==> config.mk <==
export PLATFORM = sky130hd
export DESIGN_NAME = uart_rx
export DESIGN_NICKNAME = d
export VERILOG_FILES = /design/src/rtl/uart_rx.sv
export SDC_FILE = /design/constraint.sdc
export NUM_CORES = 1
export LEC_CHECK = 0
export CORE_MARGIN = 10
export CORE_UTILIZATION = 30
export DETAILED_ROUTE_END_ITERATION = 10
export SLEW_MARGIN = 20
export SYNTH_ARGS = -nofsm -noshare
export SYNTH_HDL_FRONTEND = slang
export SYNTH_SLANG_ARGS = --single-unit
==> constraint.sdc <==
create_clock -name i_SysClock -period 2.24 [get_ports i_SysClock]
set_input_delay 0.224 -clock i_SysClock [delete_from_list [all_inputs] [get_ports i_SysClock]]
set_output_delay 0.224 -clock i_SysClock [all_outputs]
set_load 0.02 [all_outputs]
==> src/rtl/uart_rx.sv <==
// 8N1 UART receiver: 2-flop synchronizer, mid-bit sampling, one-cycle valid/frame-error pulses.
// Define UART_RX_VOTE_EN to take each sample as the 3-cycle majority ending at the sample point.
module uart_rx #(
    parameter int unsigned SYS_CLOCK     = 50000000,
    parameter int unsigned UART_BAUDRATE = 115200
) (
    input  logic       i_SysClock,
    input  logic       i_ResetN,
    input  logic       i_RxSerial,
    output logic [7:0] o_RxByte,
    output logic       o_RxValid,
    output logic       o_FrameErr,
    output logic       o_RxBusy
);

    localparam int unsigned CYCLES_PER_BIT = SYS_CLOCK / UART_BAUDRATE;
    localparam int unsigned MAX_CNT        = CYCLES_PER_BIT - 1;
    localparam int unsigned HALF_CNT       = CYCLES_PER_BIT / 2 - 1;
    localparam int unsigned CNT_W          = $clog2(CYCLES_PER_BIT);

    typedef enum logic [1:0] {
        IDLE      = 2'd0,
        START_BIT = 2'd1,
        DATA_BITS = 2'd2,
        STOP_BIT  = 2'd3
    } state_e;

    state_e             state_q, state_d;
    logic [1:0]         sync_q, sync_d;
    logic               prev_q, prev_d;
    logic [CNT_W-1:0]   cnt_q, cnt_d;
    logic [2:0]         bit_q, bit_d;
    logic [7:0]         sr_q, sr_d;
    logic [7:0]         byte_q, byte_d;
    logic               valid_q, valid_d;
    logic               ferr_q, ferr_d;
    logic               busy_q, busy_d;
    logic               rx_s;
    logic               sample_c;

    assign rx_s = sync_q[1];

`ifdef UART_RX_VOTE_EN
    // Two previous rx_s values; together with rx_s they cover the 3 cycles ending at the sample point.
    logic [1:0] hist_q, hist_d;

    always_comb begin
        hist_d   = {hist_q[0], rx_s};
        sample_c = (hist_q[1] & hist_q[0]) | (hist_q[1] & rx_s) | (hist_q[0] & rx_s);
    end

    always_ff @(posedge i_SysClock or negedge i_ResetN) begin
        if (!i_ResetN) hist_q <= 2'b11;
        else           hist_q <= hist_d;
    end
`else
    assign sample_c = rx_s;
`endif

    // Next-state and output logic.
    always_comb begin
        sync_d  = {sync_q[0], i_RxSerial};
        prev_d  = rx_s;
        state_d = state_q;
        cnt_d   = cnt_q;
        bit_d   = bit_q;
        sr_d    = sr_q;
        byte_d  = byte_q;
        valid_d = 1'b0;
        ferr_d  = 1'b0;

        case (state_q)
            IDLE: begin
                if (prev_q && !rx_s) begin
                    cnt_d   = '0;
                    state_d = START_BIT;
                end
            end
            START_BIT: begin
                if (cnt_q == CNT_W'(HALF_CNT)) begin
                    cnt_d   = '0;
                    bit_d   = '0;
                    state_d = sample_c ? IDLE : DATA_BITS;
                end else begin
                    cnt_d = cnt_q + CNT_W'(1);
                end
            end
            DATA_BITS: begin
                if (cnt_q == CNT_W'(MAX_CNT)) begin
                    sr_d  = {sample_c, sr_q[7:1]};
                    cnt_d = '0;
                    bit_d = bit_q + 3'd1;
                    if (bit_q == 3'd7) state_d = STOP_BIT;
                end else begin
                    cnt_d = cnt_q + CNT_W'(1);
                end
            end
            STOP_BIT: begin
                // Leave mid-stop-bit so a following start edge is never missed.
                if (cnt_q == CNT_W'(MAX_CNT)) begin
                    if (sample_c) begin
                        byte_d  = sr_q;
                        valid_d = 1'b1;
                    end else begin
                        ferr_d  = 1'b1;
                    end
                    cnt_d   = '0;
                    state_d = IDLE;
                end else begin
                    cnt_d = cnt_q + CNT_W'(1);
                end
            end
            default: state_d = IDLE;
        endcase

        busy_d = (state_d != IDLE);
    end

    always_ff @(posedge i_SysClock or negedge i_ResetN) begin
        if (!i_ResetN) begin
            state_q <= IDLE;
            sync_q  <= 2'b11;
            prev_q  <= 1'b1;
            cnt_q   <= '0;
            bit_q   <= '0;
            sr_q    <= '0;
            byte_q  <= 8'h00;
            valid_q <= 1'b0;
            ferr_q  <= 1'b0;
            busy_q  <= 1'b0;
        end else begin
            state_q <= state_d;
            sync_q  <= sync_d;
            prev_q  <= prev_d;
            cnt_q   <= cnt_d;
            bit_q   <= bit_d;
            sr_q    <= sr_d;
            byte_q  <= byte_d;
            valid_q <= valid_d;
            ferr_q  <= ferr_d;
            busy_q  <= busy_d;
        end
    end

    assign o_RxByte   = byte_q;
    assign o_RxValid  = valid_q;
    assign o_FrameErr = ferr_q;
    assign o_RxBusy   = busy_q;

endmodule

### Word-level counts from Yosys, hierarchy flattened

Cells that the tools add are included.
Widths: inputs -> output; s select.

| operators by class | value |
|---|---|
| equal/unequal tests | 9 |
| div/mod/pow operators | 0 |
| $mul | 0 |
| bitwise logic cells | 0 |
| add/subtract/negate cells | 2 |
| muxes and demuxes | 20 |
| $lt $le $gt $ge | 0 |
| reductions and logical operators | 9 |
| shifts and indexed selects | 0 |

Operator list:

| kind | count |
|---|---|
| $mux 9 | 3 |
| $pmux 9 s3 | 1 |
| $mux 2 | 6 |
| $add 9x1->9 const B | 1 |
| $eq 9x8->1 const B | 1 |
| $eq 9x9->1 const B | 1 |
| $pmux 2 s4 | 1 |
| $mux 1 | 6 |
| $mux 3 | 2 |
| $ne 2x2->1 const B | 3 |
| $pmux 3 s2 | 1 |
| $reduce_and 3->1 | 2 |
| $eq 2x2->1 const B | 2 |
| $reduce_bool 2->1 | 2 |
| $add 3x1->3 const B | 1 |
| $eq 3x3->1 const B | 1 |
| $eq 2x1->1 const B | 1 |
| $logic_not 2->1 | 1 |
| $reduce_and 2->1 | 1 |
| $reduce_or 2->1 | 1 |
| $logic_and 1x1->1 | 1 |
| $logic_not 1->1 | 1 |

| word-level totals | value |
|---|---|
| bits of input ports | 3 |
| memories | 0 |
| memory bits (writable) | 0 |
| bits in latches | 0 |
| memory bits (read-only) | 0 |
| logic and storage cells | 50 |
| output and inout bits | 11 |
| register bits | 36 |

### Logic depth before layout (Yosys ltp)

| logic depth | value |
|---|---|
| depth after elaboration | 5 |
| gate-level depth with buffers | 8 |
| depth with buffers taken out | 6 |

### Worst setup path after synthesis

OpenSTA, ideal clock, no wires.

| timing | value |
|---|---|
| path type | register to register |
| start point | register cnt_q[1] |
| end point | register byte_q[0], in the netlist o_RxByte[0] |
| library setup time | 0.125 ns |
| stages on the path, launching flop included | 9 |
| required time | 2.115 ns |
| period minus slack after synthesis | 1.840 ns |
| slack | 0.400 ns |
| arrival time | 1.715 ns |
| path through | dfrtp_1 inv_1 ha_1 and4b_1 buf_4 nand2_2 or3_1 buf_6 mux2_4 |

| between the ends | value |
|---|---|
| cells in the longest elaborated chain, start to end | 2 |

Ends and longest elaborated chain:

| item | RTL line | text |
|---|---|---|
| from (decl) | 31 | `logic [CNT_W-1:0] cnt_q, cnt_d;` |
| from (signal assigned) | 135 | `cnt_q <= cnt_d;` |
| $eq 9x9->1 | 100 | `if (cnt_q == CNT_W'(MAX_CNT)) begin` |
| $reduce_and 3->1 (no source line) | -- |  |
| to (signal assigned) | 138 | `byte_q <= byte_d;` |
| to (decl) | 34 | `logic [7:0] byte_q, byte_d;` |

Every way passes these cells.
A chain may end at the register's enable or synchronous reset.

### Worst setup path after layout

| timing | value |
|---|---|
| start point | register cnt_q[1] |
| end point | register byte_q[3], in the netlist o_RxByte[3] |

Same word-level chain as after synthesis.

==> run metrics <==
# diodes=0; Final Max Slew Viols=0; largest family of logic cells by synthesized area=simple AND/OR/NAND/NOR gates; DIE AREA=8890 sq um; initial drt markers=49; pre-CTS setup slack=115 ps; global-route wire length before repair=5.39 mm; worst slew pin tran=445 ps; register area share after synthesis=~55%; root buf cell=clkbuf_8; Final HPWL DP=2.19 mm; Critical Path Source=cnt_q[1]; # rows=26; Die Height=94.3 um; die width=94.3 um; crit path cell chain=inv_1, ha_1, and4b_1, nand2_2, or3_4, mux2_4; drt first pass iters=4; status=finished, final reports clean; CTS buffer count=5; Final Setup Violations=0; min Tclk post-route=1940 ps; grt total ovfl=0; Synth Area in Simple Gates=15.9%; Final period util=between 80% and 90%; Crit-path slowest cell=or3_4; drc violations=0; unrepaired setup endpoints after global routing=false; Synth Area in Compound Gates=about a tenth; Critical Path RT=about 2400 ps; leading area contributor after synthesis=dfrtp_1; via count=1082; crit path kind=reg -> reg; Synth area leaders=dfrtp_1 50%, mux2_4 7.3%, dfstp_2 4.8%, mux2_2 4.8%, nand2_1 4.5%; TritonCTS clock tree=done; Non-Filler Instances=236; Seq cells post-synth=36; All-Layer GR Usage=7.57%; f_max=514 MHz; final hold viol count=0; Max Cap Viol=0; Pwr Density=around 770 nW/um^2; reg2reg path depth=6; crit start category=flop; post-layout net count=173; P_leak=around 0.94 nW; reg2reg end=o_RxByte[3]; top-area cell type share of the netlist area=49.9%; I/O Buffers=13; adder and majority gate portion of the synthesized area=under 10%; setup bufs post-CTS=0; Inst Count DP=around 230; Post-Synthesis Cell Area=1660 sq um; Post-Synth XOR/XNOR Area=1.06%; worst path bufs/invs=1; CP max stage delay=470 ps; reg2reg start=cnt_q[1]; Syn-to-layout area delta=20.9%; synth unique cells=38; Final Power=about 0.0015 W; post-cts hold buffer count=0; Hold WC Path Type=in -> reg; clk slew on worst S/H paths=70 ps; clk_skew=4.02 ps; H-tree depth=2; Max-slew headroom=70.3%; largest net degree at the start of global routing=37; Longest Clk Path Bufs=2; TNS Setup=0 ps; WP data arrival=around 2100 ps; Sink Count=36; CP delay by family, top=simple AND/OR/NAND/NOR gates; start point of the worst hold path=i_RxSerial; clock latency on the worst-skew pair=280 ps; core box area=5240 sq um; Post-Route WL=3.09 mm; crit-path max FO=9; synth warn=0; CTS resizes=0; share of cells above drive strength 1=22.9%; wire length per cell=13.1 um; antenna-violating nets left=0; Starting Density=31.6%; R2R Setup Slk=300 ps; Mean Syn Cell Area=11.7 sq um; number of I/O pins=14; IR drop worst, VDD=0.000317 V; syn_nets=150; vias in the first global route=around 1100; post-layout worst setup margin=between 200 and 300 ps; antenna violations before repair=0; GPL Wtd Cong=0.799; Syn Inst Count=142; WHS Path Cells=1; Avg Vias per Cell=4.58; Critical Path Sink Type=flop; mux cell area share after synthesis=around 12%; hold-critical path endpoint=sync_q[0]
[worst max-delay path by stage]
stage	depth (start not counted)	slack, ps	to
after floorplan	8	400	o_RxByte[0]
after global placement	6	180	o_RxByte[5]
after detailed placement	6	120	o_RxByte[3]
after CTS	6	100	o_RxByte[3]
after global routing	6	180	o_RxByte[2]
final	6	300	o_RxByte[3]
[logic make-up after synthesis]
kind of cell / Yosys count
and+or+nand+nor: 48
DFF: 36
AOI/OAI and AO/OA: 25
muxes: 15
buffers and inverters: 11
adders and majority gates: 5
xor gates and xnor gates: 2
[where the power goes]
group	switching (W)	internal, W	leakage, nW
Sequential	0.0000481	0.000715	0.471
Combinational	0.000160	0.000135	0.423
Clock	0.000230	0.000250	0.0445
Total	0.000437	0.00110	0.938
[metal layers]
layer	up-vias	routed length (um)	GRT usage [%]
li1	549	-	-
met4	0	76	4.18
met5	-	0	0
met2	16	1370	11.6
met3	7	108	1.92
met1	510	1530	9.44
[stage by stage]
stage / area (sq um) / hold slack, ps / util [%]
floorplan: 1660 / -71.6 / -
detailed placement: 1900 / 356 / 36.3
global placement: 1900 / 347 / 36.3
CTS: 2000 / 335 / 38.1
finish: 2000 / 340 / 38.2
global route: 2000 / 344 / 38.2
[worst reg2reg max path, stage by stage, from the launching register on]
cell and delay, ps:
dfrtp_1 410, inv_1 90, ha_1 130, and4b_1 330, nand2_2 80, or3_4 470, mux2_4 330
[cell type report]
| type | instances | area [sq um] |
|---|---|---|
| Clock buffer | 7 | 86.3 |
| Clock inverter | 1 | 7.51 |
| Fill cell | 504 | 3240 |
| Inverter | 6 | 22.5 |
| Multi-Input combinational cell | 95 | 702 |
| Sequential cell | 36 | 905 |
| Tap cell | 70 | 87.6 |
| Timing Repair Buffer | 21 | 190 |
[cell usage in the layout (no fill, tap or decap), types with 2 or more instances in the layout]
cell type,n
dfrtp_1,33
nand2_1,20
clkdlybuf4s50_1,13
o21ai_0,9
mux2_4,8
buf_4,8
nand3_1,7
mux2_2,7
inv_1,6
clkbuf_8,6
ha_1,5
nor2_1,4
nor3_1,4
o22ai_1,4
a21oi_1,3
dfstp_2,3
and4b_1,2
nor2b_1,2
o21a_1,2
[synth_stat cells]
master and instances:
dfstp_2 3, nand2b_1 1, a21oi_1 3, a21boi_1 1, buf_2 1, nand3_1 7
nor3_1 4, nand2_1 20, xnor2_1 1, or3_1 1, o22ai_1 4, and4bb_4 1
nor2b_1 2, nand2_2 1, a311oi_1 1, o21a_1 2, nand4b_2 1, o21ai_0 9
clkbuf_1 2, mux2_2 7, xor2_1 1, nand4b_1 1, buf_4 1, o211ai_1 1
buf_6 1, o31a_1 1, inv_1 6, and4bb_2 1, a211oi_1 1, o221ai_1 1
and4b_1 2, dfrtp_1 33, mux2_4 8, and2b_1 1, nor4_1 1, ha_1 5
a31oi_1 1, nor2_1 4
[state kept, by name, summed over array words and instances (netlist names)]
register,cells
bit_q,3
cnt_q,9
o_FrameErr,1
o_RxBusy,1
o_RxByte,8
o_RxValid,1
prev_q,1
sr_q,8
state_q,2
sync_q,2
Power figures use the tool's default switching activity.
